## config.mk

```make
export PLATFORM = sky130hd
export DESIGN_NAME = jtpang_vtiming
export DESIGN_NICKNAME = d
export VERILOG_FILES = /design/src/rtl/jtpang_vtiming.sv
export SDC_FILE = /design/constraint.sdc
export NUM_CORES = 1
export LEC_CHECK = 0
export CELL_PAD_IN_SITES_DETAIL_PLACEMENT = 1
export CELL_PAD_IN_SITES_GLOBAL_PLACEMENT = 1
export CORE_MARGIN = 8
export CORE_UTILIZATION = 40
export DETAILED_ROUTE_END_ITERATION = 7
export PLACE_DENSITY = 0.89
export SYNTH_ARGS = -nofsm -noshare
export SYNTH_HDL_FRONTEND = slang
export SYNTH_SLANG_ARGS = --single-unit
```

## constraint.sdc

```tcl
create_clock -name clk -period 7.3 [get_ports clk]
set_input_delay 1.46 -clock clk [delete_from_list [all_inputs] [get_ports clk]]
set_output_delay 1.46 -clock clk [all_outputs]
set_load 0.005 [all_outputs]
```

## src/rtl/jtpang_vtiming.sv

```systemverilog
// Pang video timing: fractional pixel-enable divider, h/v counters,
// registered blank/sync windows, frame-latched flip and vblank interrupt.
module jtpang_vtiming #(
    parameter int CW       = 4,
    parameter int HW       = 9,
    parameter int VW       = 9,
    parameter int HTOTAL   = 512,
    parameter int VTOTAL   = 272,
    parameter int HB_START = 384,
    parameter int HB_END   = 0,
    parameter int HS_START = 416,
    parameter int HS_END   = 448,
    parameter int VB_START = 248,
    parameter int VB_END   = 8,
    parameter int VS_START = 252,
    parameter int VS_END   = 256
) (
    input  logic          clk,
    input  logic          rst,
    input  logic [CW-1:0] cen_n,
    input  logic [CW-1:0] cen_m,
    input  logic          flip,
    output logic          pxl2_cen,
    output logic          pxl_cen,
    output logic [HW-1:0] h,
    output logic [VW-1:0] v,
    output logic [HW-1:0] hf,
    output logic [VW-1:0] vf,
    output logic          LHBL,
    output logic          LVBL,
    output logic          HS,
    output logic          VS,
    output logic          vint
);

    // [a,b) window, wrapping through zero when a > b
    function automatic logic in_win(input logic [31:0] x, a, b);
        if (a < b) return (x >= a) && (x < b);
        if (a > b) return (x >= a) || (x < b);
        return 1'b0;
    endfunction

    localparam logic LHBL_RST = !in_win(32'd0, HB_START, HB_END);
    localparam logic LVBL_RST = !in_win(32'd0, VB_START, VB_END);
    localparam logic HS_RST   = in_win(32'd0, HS_START, HS_END);
    localparam logic VS_RST   = in_win(32'd0, VS_START, VS_END);

    logic [CW-1:0] acc, acc_nx;
    logic [CW:0]   sum, diff;
    logic          cen, tg;

    always_comb begin
        sum    = {1'b0, acc} + {1'b0, cen_n};
        diff   = sum - {1'b0, cen_m};
        cen    = 1'b0;
        acc_nx = sum[CW-1:0];
        if (cen_m == '0) begin
            acc_nx = '0;
        end else if (sum >= {1'b0, cen_m}) begin
            cen    = 1'b1;
            // n >= m would leave acc above m forever; clamp it
            acc_nx = (diff >= {1'b0, cen_m}) ? '0 : diff[CW-1:0];
        end
    end

    always_ff @(posedge clk or posedge rst) begin
        if (rst) begin
            acc      <= '0;
            tg       <= 1'b0;
            pxl2_cen <= 1'b0;
            pxl_cen  <= 1'b0;
        end else begin
            acc      <= acc_nx;
            tg       <= tg ^ cen;
            pxl2_cen <= cen;
            pxl_cen  <= cen & tg;
        end
    end

    logic          h_wrap, v_wrap;
    logic [HW-1:0] h_nx;
    logic [VW-1:0] v_nx;
    logic          hb_nx, hs_nx, vb_nx, vs_nx;

    always_comb begin
        h_wrap = h == HW'(HTOTAL - 1);
        v_wrap = v == VW'(VTOTAL - 1);
        h_nx   = h_wrap ? '0 : h + HW'(1);
        v_nx   = v;
        if (h_wrap) v_nx = v_wrap ? '0 : v + VW'(1);
        hb_nx  = in_win(32'(h_nx), HB_START, HB_END);
        hs_nx  = in_win(32'(h_nx), HS_START, HS_END);
        vb_nx  = in_win(32'(v_nx), VB_START, VB_END);
        vs_nx  = in_win(32'(v_nx), VS_START, VS_END);
    end

    logic flip_l;

    always_ff @(posedge clk or posedge rst) begin
        if (rst) begin
            h      <= '0;
            v      <= '0;
            flip_l <= 1'b0;
            LHBL   <= LHBL_RST;
            LVBL   <= LVBL_RST;
            HS     <= HS_RST;
            VS     <= VS_RST;
            vint   <= 1'b0;
        end else begin
            vint <= 1'b0;
            if (pxl_cen) begin
                h    <= h_nx;
                v    <= v_nx;
                LHBL <= !hb_nx;
                HS   <= hs_nx;
                LVBL <= !vb_nx;
                VS   <= vs_nx;
                vint <= LVBL & vb_nx;
                // flip only changes between frames
                if (h_wrap && v_wrap) flip_l <= flip;
            end
        end
    end

    assign hf = h ^ {HW{flip_l}};
    assign vf = v ^ {VW{flip_l}};

endmodule

```

* After elaboration in Yosys (flattened, before gate mapping) *
Cells that the tools add are included.
W data, S select, Z words.

word-level totals
  output and inout port bits = 43
  word-level logic and storage cells = 49
  input port bits = 11
  register bits after elaboration = 31

operators by class
  add/subtract/negate cells = 4
  magnitude comparators = 9
  reduce and logical (&&, ||, !) cells = 8
  equal/unequal tests = 2
  bitwise operators = 5
  muxes and demuxes = 9

operators by type and width
  cell                   number
  $mux W9                3
  $add A9 B1 Y9 const B  2
  $eq A9 B9 Y1 const B   2
  $ge A9 B8 Y1 const B   2
  $ge A9 B9 Y1 const B   2
  $lt A9 B9 Y1 const B   2
  $xor A9 B9 Y9          2
  $mux W4                3
  $ge A5 B4 Y1           2
  $lt A9 B4 Y1 const B   1
  $add A4 B4 Y5          1
  $sub A5 B4 Y5          1
  $logic_not A4 Y1       1
  $logic_and A1 B1 Y1    3
  $mux W1                3
  $and A1 B1 Y1          2
  $logic_not A1 Y1       2
  $reduce_and A2 Y1      1
  $logic_or A1 B1 Y1     1
  $xor A1 B1 Y1          1

* Logic depth before layout (Yosys ltp) *
Gate-level depths: netlist of the first run.

  depth in word-level cells = 7
  mapped depth = 12

* Least setup slack after synthesis of the first run *
Ideal clock, no wire load.

  kind = input port to flip-flop
  from = in cen_n[0]
  to = reg acc[3]
  path buffers = 0
  arrival time = 3.877 ns
  path slack = 3.322 ns
  cell stages on the path = 11
  setup time = 0.101 ns
  path through = ha_1 -> fa_1 -> inv_1 -> fa_1 -> xor2_1 -> inv_1 -> ha_1 -> a21oi_1 -> nand2_1 -> a211o_1 -> o32ai_1

between the ends
  longest elaborated chain between the ends = 6
  elaborated cells on any way between the ends = 7

RTL lines
  element               RTL line  source
  start, declared       20        input logic [CW-1:0] cen_n,
  $add A4 B4 Y5 (*)     53        sum = {1'b0, acc} + {1'b0, cen_n};
  $sub A5 B4 Y5         54        diff = sum - {1'b0, cen_m};
  $ge A5 B4 Y1          62        acc_nx = (diff >= {1'b0, cen_m}) ? '0 : diff[CW-1:0];
  $mux W4               62
  $mux W4 (*)           59        end else if (sum >= {1'b0, cen_m}) begin
  $mux W4 (*)           57        if (cen_m == '0) begin
  named net acc_nx[3]   48        logic [CW-1:0] acc, acc_nx;
  end signal, assigned  73        acc <= acc_nx;
  end, declared         48

Mark *: on every way through the listed nets, which the timed path passes. The rest lies on a longest branch.
A chain may end at the register's enable or synchronous reset.

* Worst setup path after layout of the first run *
  from = in cen_n[0]
  to = reg acc[2]

The elaborated chain is that of the path after synthesis.

==> flow_summary.toml, run 1 <==
[status]
outcome = "complete, no violations"

[route]
via_count = 1857
drt-total-wl_um = 5820
wl_per_cell_um = 16.5
dr.pass1.iters = 4
drt_iter0_drc = 26
ant_nets = 0
drc = 0
viasPerCell = 5.26

[synth]
syn_nets = 261
synth_ff_type = "dfrtp_1"
synth_top_area_cell = "dfrtp_1"
ys_warn_count = 0
synth_top_area_share_pct = 34.2
synthCells = 232
synth-async-reset-ratio_pct = 100
syn_area_sq_um = 2190
synth_seq_cells = 31
avgSynthCellArea_sq_um = 9.46
seq_area_frac_synth_pct = 35.4
synth_area_leaders = "dfrtp_1 (34%), xor2_1 (9.2%), ha_1 (9.1%)"
yosys.cell_types.count = 39
synth_edf_count = 0

[placed_design]
hpwl_um = 4490
port_buffers = 53
routabilityCongestion = 0.873
placed_area_sq_um = 2740

[finish]
multi_input_area_sq_um = 1270
drive_gt1_share_pct = 6.41
postLayoutCellArea_sq_um = 2840
fillCellCount = 634
diodes = 0
syn2layout_area_growth_pct = 29.4
layout_commonest_cell = "clkdlybuf4s50_1"
final-seq-area_sq_um = 777
num-nets-final = 309
layout_common_cells = "clkdlybuf4s50_1 (53), dfrtp_1 (30), xor2_1 (23)"

[power]
p_per_area_nw_per_um2 = 304
p_seq_share_pct = 30.7
p_sw_share_pct = 39.1
combPwrFrac_pct = 52.1
power.leakage_nw = 1.34
vdd.ir_drop.worst_v = 0.000235
netSwitchingPower_w = 0.000337
internal_power_w = 0.000525
power_frac_clock_pct = 17.2

[timing]
max_slew_margin_pct = 36.3
setup_viol = 0
drv_slew = 0
post-route-period-util_pct = 60.9
worstMarginPinSlew_ns = 0.955
min_period_ns = 4.45
finalClockSkew_ns = 0.00644
tns_ns = 0
hold_viol_final = 0
rsz0062_at_grt = "no"
fmax_ghz = 0.225

[die]
core-area_sq_um = 5410
die_y_um = 90.1
std_cell_rows = 27
die_w_um = 90.1
die-area_sq_um = 8110
start_util_pct = 40.6
pin_count = 54

[grt]
grt_use_total_pct = 14.5
grt-ovfl-total = 0
grt_first_pass_wirelength_um = 9830
antenna_found_initial = 0
grt_pass1_vias = 1964
grt_max_degree = 32

[worst_setup_path]
cp_slowest_cell = "fa_1"
crit_chain = "clkdlybuf4s50_1 > ha_1 > fa_1 > xnor2_1 > inv_1 > ha_1 > xor2_1 > inv_1 > ha_1 > a21oi_1 > nand2_1 > a211o_1 > o32ai_1"
crit_path_frequent_cell = "ha_1"
critPathBufInv = 3
critPathLaunchType = "input port"
worst-setup-path-type = "input port to flop"
cp.arrival_ns = 4.61
critical-path-top-delay-family = "adder cells"
slowest_delay_ns = 0.41
critPathCaptureType = "flop"
required_ns = 7.47
worstPathMaxFanout = 4

[clock_network]
cts_resized = 0
holdBufCountCts = 0
cts_tree = "done"
cts.sinks = 31
clockRootBuffer = "clkbuf_8"
clk_latency_ns = 0.28
numCtsBuffers = 5
clkTransAtPathRegs_ns = 0.06
ctsHtreeMaxLevel = 2
cts_max_path_buffers = 2
postCtsSetupBuffers = 0

[worst_hold_path]
worst_hold_path_type = "flop to flop"

[job]
maxCapViolations = 0
==> power groups by stage <==
stage | combinational (W) | clock, W | sequential, W
global placement | 0.000424 | 0 | 0.000265
global route | 0.000497 | 0.000159 | 0.000273
CTS | 0.000457 | 0.000153 | 0.000266
finish | 0.000449 | 0.000149 | 0.000265
detailed placement | 0.000450 | 0 | 0.000267
floorplan | 0.000304 | 0 | 0.000240
==> worst register-to-register path: stages (launching register included) <==
cell     delay, ns
dfrtp_1       0.39
ha_1          0.22
fa_1          0.41
xnor2_1       0.24
inv_1         0.07
ha_1          0.33
xor2_1        0.24
inv_1         0.07
ha_1          0.29
a21oi_1       0.15
nand2_1       0.07
a211o_1       0.34
o32ai_1       0.31
==> area by class of cell <==
class	instances	area share, %
timing repair buffer	54	19.0
multi-input combinational	172	44.9
tap	72	3.17
inverter	16	2.12
sequential	31	27.4
clock buffer	8	3.53
==> cells by family after synthesis <==
kind of cell	after synthesis	share of synthesized area [%]
simple gates	68	15.6
fa+ha+maj	18	10.9
mux	7	3.88
compound gates	45	13.7
buf+inv	29	6.56
xor+xnor	34	13.9
flops	31	35.4
==> flip-flops by register name, indices dropped and copies added, names as in the netlist <==
signal	cells
vint	1
v	9
h	9
LVBL	1
HS	1
pxl_cen	1
VS	1
acc	4
tg	1
pxl2_cen	1
LHBL	1
flip_l	1
==> cell usage after synthesis (2+ instances only) <==
cell type,number
dfrtp_1,30
xor2_1,23
ha_1,16
inv_1,16
nand2_1,16
o21ai_0,16
nor2_1,13
nand3_1,11
xnor2_1,10
a21oi_1,8
and3_1,7
nand2b_1,6
a21o_1,4
a22o_1,4
buf_2,4
clkbuf_1,4
mux2_2,4
nand4_1,4
o32ai_1,4
a211o_1,3
buf_6,3
nor4_1,3
and4_1,2
buf_4,2
fa_1,2
mux2_4,2
nor2b_1,2
nor3_1,2
==> stage by stage <==
stage	power, W	setup WS (ns)	hold WS (ns)	std cells	utilization, %
after floorplan	0.000544	3.32	0.443	232	-
after global placement	0.000689	2.76	0.454	345	50.7
after detailed placement	0.000718	2.57	0.461	345	50.7
after CTS	0.000875	2.85	0.476	353	52.5
after global routing	0.000930	2.72	0.488	353	52.5
final	0.000863	2.85	0.472	353	52.5
==> routing by layer <==
| metal | global-route usage (%) | up-vias | wire length (um) |
|---|---|---|---|
| met3 | 3.57 | 12 | 229 |
| met1 | 17.1 | 909 | 2580 |
| met5 | 0 | - | 0 |
| met2 | 24.9 | 41 | 2910 |
| li1 | - | 895 | - |
| met4 | 4.99 | 0 | 106 |
==> path summary, 6_finish.rpt <==
kind                                       start               end  slack, ns  cells after the start
worst max register to register  acc[0]$_DFF_PP0_  acc[2]$_DFF_PP0_       4.06                     12
max in group asynchronous                    rst  LHBL$_DFFE_PP1P_       5.41                      3
min in group asynchronous                    rst  h[0]$_DFFE_PP0P_       1.57                      3
worst min register to register      tg$_DFF_PP0_      tg$_DFF_PP0_       0.47                      1
worst max-delay path                    cen_n[0]  acc[2]$_DFF_PP0_       2.85                     13
worst min-delay path                tg$_DFF_PP0_      tg$_DFF_PP0_       0.47                      1
Note: power is estimated with default switching activity, not from simulation.
==> run 2: changes to the inputs <==
Settings changed: CORE_UTILIZATION 40 to 34, PLACE_DENSITY 0.89 to 0.81.
Clock period 7.3 ns to 4 ns, I/O delays scaled along.
==> flow_summary.toml, run 2 (synthesis gave the netlist of run 1 again) <==
[route]
ant_nets = 0
viasPerCell = 5.24
dr.pass1.iters = 4
via_count = 1882
drt-total-wl_um = 5810
wl_per_cell_um = 16.2
drc = 0
drt_iter0_drc = 57

[worst_setup_path]
slowest_delay_ns = 0.42
required_ns = 4.16
critPathCaptureType = "flop"
critical-path-top-delay-family = "adder cells"
cp.arrival_ns = 3.92
crit_chain = "clkdlybuf4s50_1 > ha_1 > fa_1 > xnor2_1 > inv_1 > ha_1 > xor2_1 > inv_1 > ha_1 > a21oi_1 > nand2_1 > a211o_1 > o32ai_1"
worstPathMaxFanout = 4
cp_slowest_cell = "fa_1"
worst-setup-path-type = "input port to flop"
crit_path_frequent_cell = "ha_1"
critPathLaunchType = "input port"
critPathBufInv = 3

[clock_network]
cts_tree = "done"
numCtsBuffers = 5
cts_resized = 0
holdBufCountCts = 0
cts.sinks = 31
ctsHtreeMaxLevel = 2
clockRootBuffer = "clkbuf_8"
clk_latency_ns = 0.28
clkTransAtPathRegs_ns = 0.06
postCtsSetupBuffers = 0
cts_max_path_buffers = 2

[timing]
min_period_ns = 3.77
drv_slew = 0
hold_viol_final = 0
setup_viol = 0
finalClockSkew_ns = 0.00885
post-route-period-util_pct = 94.2
rsz0062_at_grt = "no"
worstMarginPinSlew_ns = 1.01
max_slew_margin_pct = 32.4
fmax_ghz = 0.266

[die]
core-area_sq_um = 6310
die_y_um = 96.3
start_util_pct = 34.8
die_w_um = 96.3
die-area_sq_um = 9280
std_cell_rows = 29
pin_count = 54

[finish]
fillCellCount = 746
reg_top3 = "h (9), v (9), acc (4)"
num-nets-final = 310
diodes = 0
final-seq-area_sq_um = 777
drive_gt1_share_pct = 7.09
multi_input_area_sq_um = 1270
layout_common_cells = "clkdlybuf4s50_1 (53), dfrtp_1 (30), xor2_1 (23)"
syn2layout_area_growth_pct = 29.2
fin_util_pct = 44.9
layout_commonest_cell = "clkdlybuf4s50_1"

[grt]
grt_pass1_vias = 2078
grt-ovfl-total = 0
grt_max_degree = 32
grt_first_pass_wirelength_um = 9760
antenna_found_initial = 0
grt_use_total_pct = 13.3

[power]
design_power_total_w = 0.00154
vdd.ir_drop.worst_v = 0.000300
power.leakage_nw = 1.34
p_per_area_nw_per_um2 = 542

[status]
outcome = "complete, no violations"

[placed_design]
port_buffers = 53
routabilityCongestion = 0.842
hpwl_um = 4450

[job]
maxCapViolations = 0

[worst_hold_path]
worst_hold_path_type = "flop to flop"
run 2: cell type report:
class / instances / area share, %
clock inverters: 3 / 0.529
repair buffers: 55 / 19.2
clock buffers: 5 / 2.43
multi-input cells: 172 / 44.9
flip-flops and latches: 31 / 27.4
inverters: 16 / 2.12
well taps: 77 / 3.40
run 2: report_power, final:
part / total (W) / switching (W) / internal, W
registers: 0.000452 / 0.0000704 / 0.000381
clock network: 0.000235 / 0.000116 / 0.000119
logic: 0.000852 / 0.000427 / 0.000425
run 2: final timing paths:
kind,startpoint,endpoint,slack [ns],depth (start not counted)
max,cen_n[0],acc[0]$_DFF_PP0_,0.23,13
min,tg$_DFF_PP0_,tg$_DFF_PP0_,0.48,1
max reg2reg,acc[0]$_DFF_PP0_,acc[0]$_DFF_PP0_,0.82,12
min reg2reg,tg$_DFF_PP0_,tg$_DFF_PP0_,0.48,1
max in group asynchronous,rst,LHBL$_DFFE_PP1P_,2.73,3
min in group asynchronous,rst,v[7]$_DFFE_PP0P_,0.93,3
run 2: worst reg2reg max path: stages, from the launching register on:
cell	delay, ns
dfrtp_1	0.37
ha_1	0.21
fa_1	0.42
xnor2_1	0.23
inv_1	0.06
ha_1	0.33
xor2_1	0.21
inv_1	0.06
ha_1	0.29
a21oi_1	0.13
nand2_1	0.08
a211o_1	0.35
o32ai_1	0.33
run 2: metal layers:
| layer | share of wire (%) | global-route usage [%] |
|---|---|---|
| met1 | 44 | 15.8 |
| met2 | 50 | 23.2 |
| met3 | 4.8 | 2.89 |
| met4 | 1.0 | 4.16 |
| met5 | 0 | 0 |
run 2: stage by stage:
stage | hold slack [ns] | instance area [sq um] | setup slack, ns | std cells | setup TNS (ns)
2_1_floorplan | 0.443 | 2190 | 0.682 | 232 | 0
3_3_place_gp | 0.453 | 2750 | 0.129 | 351 | 0
3_5_place_dp | 0.476 | 2750 | -0.0109 | 351 | -0.0109
4_1_cts | 0.491 | 2840 | 0.267 | 359 | 0
5_1_grt | 0.516 | 2840 | 0.0537 | 359 | 0
6_report | 0.481 | 2840 | 0.234 | 359 | 0
==> run 3: changes to the inputs <==
Settings changed: CORE_ASPECT_RATIO from default to 1.75.
==> flow_summary.toml, run 3 (synthesis gave the netlist of run 1 again) <==
[worst_setup_path]
critPathCaptureType = "flop"
startpoint = "cen_n[0]"
cp.depth = 13
worst-setup-path-type = "input port to flop"
critPathBufInv = 3
crit_path_frequent_cell = "ha_1"
critPathLaunchType = "input port"
slowest_delay_ns = 0.42
crit_chain = "clkdlybuf4s50_1 > ha_1 > fa_1 > xnor2_1 > inv_1 > ha_1 > xor2_1 > inv_1 > ha_1 > a21oi_1 > nand2_1 > a211o_1 > o32ai_1"
r2r_start = "acc[0]$_DFF_PP0_"
cp.arrival_ns = 3.95
rr_worst_depth = 12
cp_slowest_cell = "fa_1"
worstPathMaxFanout = 4
required_ns = 4.17
critical-path-top-delay-family = "adder cells"

[finish]
stdcell_count = 364
reg_top3 = "h (9), v (9), acc (4)"
diodes = 0
drive_gt1_share_pct = 6.03
num-nets-final = 310
layout_common_cells = "clkdlybuf4s50_1 (53), dfrtp_1 (30), xor2_1 (23)"
fillCellCount = 749
layout_commonest_cell = "clkdlybuf4s50_1"
syn2layout_area_growth_pct = 31.9

[clock_network]
postCtsSetupBuffers = 0
clk_latency_ns = 0.28
cts_tree = "done"
ctsHtreeMaxLevel = 2
numCtsBuffers = 5
clockRootBuffer = "clkbuf_16"
cts.sinks = 31
cts_max_path_buffers = 2
clkTransAtPathRegs_ns = 0.05
holdBufCountCts = 0
cts_resized = 0

[grt]
grt_max_degree = 32
grt-ovfl-total = 0
grt_use_total_pct = 13.8
antenna_found_initial = 0
grt_pass1_vias = 2081
grt_first_pass_wirelength_um = 10400

[timing]
hold_viol_final = 0
fmax_ghz = 0.265
worstMarginPinSlew_ns = 0.889
max_slew_margin_pct = 40.8
rsz0062_at_grt = "no"
setup_viol = 0
post-route-period-util_pct = 94.3
drv_slew = 0
finalClockSkew_ns = 0.00373
min_period_ns = 3.77

[route]
drt-total-wl_um = 6100
via_count = 1867
viasPerCell = 5.13
dr.pass1.iters = 5
drt_iter0_drc = 84
drc = 0
wl_per_cell_um = 16.8
ant_nets = 0

[placed_design]
hpwl_um = 4690
placed_cells = 356
port_buffers = 53
routabilityCongestion = 0.860

[worst_hold_path]
min_from = "tg$_DFF_PP0_"
worst_hold_path_type = "flop to flop"
holdPathStages = 1

[power]
vdd.ir_drop.worst_v = 0.000289
p_sw_share_pct = 38.2
p_seq_share_pct = 26.4
combPwrFrac_pct = 52.4
design_power_total_w = 0.00169
internal_power_w = 0.00105
netSwitchingPower_w = 0.000648
power.leakage_nw = 1.35
p_per_area_nw_per_um2 = 585
power_frac_clock_pct = 21.2

[die]
die_y_um = 122
std_cell_rows = 39
die-area_sq_um = 9380
die_w_um = 76.7
pin_count = 54
core-area_sq_um = 6390
start_util_pct = 34.3

[status]
outcome = "complete, no violations"

[job]
maxCapViolations = 0
## run 3: through the flow
| stage | setup TNS, ns | setup WS (ns) | utilization (%) | hold slack, ns | area, sq um |
|---|---|---|---|---|---|
| after floorplan | 0 | 0.682 | - | 0.443 | 2190 |
| after global routing | 0 | 0.0242 | 45.3 | 0.497 | 2900 |
| after CTS | 0 | 0.268 | 45.3 | 0.471 | 2900 |
| final | 0 | 0.227 | 45.3 | 0.466 | 2900 |
| after global placement | 0 | 0.133 | 43.2 | 0.454 | 2760 |
| after detailed placement | -0.0330 | -0.0161 | 43.2 | 0.460 | 2760 |
## run 3: cell type report
| class | count | area (sq um) | share of cell area [%] |
|---|---|---|---|
| multi-input combinational | 172 | 1270 | 44.0 |
| timing repair buffer | 55 | 546 | 18.8 |
| inverter | 16 | 60.1 | 2.07 |
| tap | 82 | 103 | 3.54 |
| clock buffer | 8 | 136 | 4.71 |
| sequential | 31 | 777 | 26.8 |
## run 3: worst paths after layout
| check | slack, ns | endpoint |
|---|---|---|
| max in group asynchronous | 2.74 | LHBL$_DFFE_PP1P_ |
| min in group asynchronous | 0.91 | vint$_DFF_PP0_ |
| worst min-delay path | 0.47 | tg$_DFF_PP0_ |
| worst min register to register | 0.47 | tg$_DFF_PP0_ |
| worst max register to register | 0.79 | acc[3]$_DFF_PP0_ |
| worst max-delay path | 0.23 | acc[3]$_DFF_PP0_ |
## run 3: power groups by stage
| stage | Clock (W) | Combinational, W | Sequential [W] |
|---|---|---|---|
| 4_1_cts | 0.000370 | 0.000886 | 0.000447 |
| 3_3_place_gp | 0 | 0.000833 | 0.000449 |
| 5_1_grt | 0.000379 | 0.000994 | 0.000456 |
| 6_report | 0.000359 | 0.000887 | 0.000446 |
| 2_1_floorplan | 0 | 0.000555 | 0.000438 |
| 3_5_place_dp | 0 | 0.000883 | 0.000451 |
## run 3: worst reg2reg max path, delay by kind of cell (launching register included)
family          cells  cell delay, ns
fa+ha+maj           4            1.25
compound gates      3            0.78
xor+xnor            2            0.48
flops               1            0.38
buf+inv             2            0.14
simple gates        1            0.08
## run 3: per-layer routing
metal	track usage, %	vias up	part of all wire (%)
li1	-	894	-
met1	12.1	924	36
met2	27.9	40	58
met3	3.23	9	4.1
met4	6.90	0	2.3
met5	0	-	0
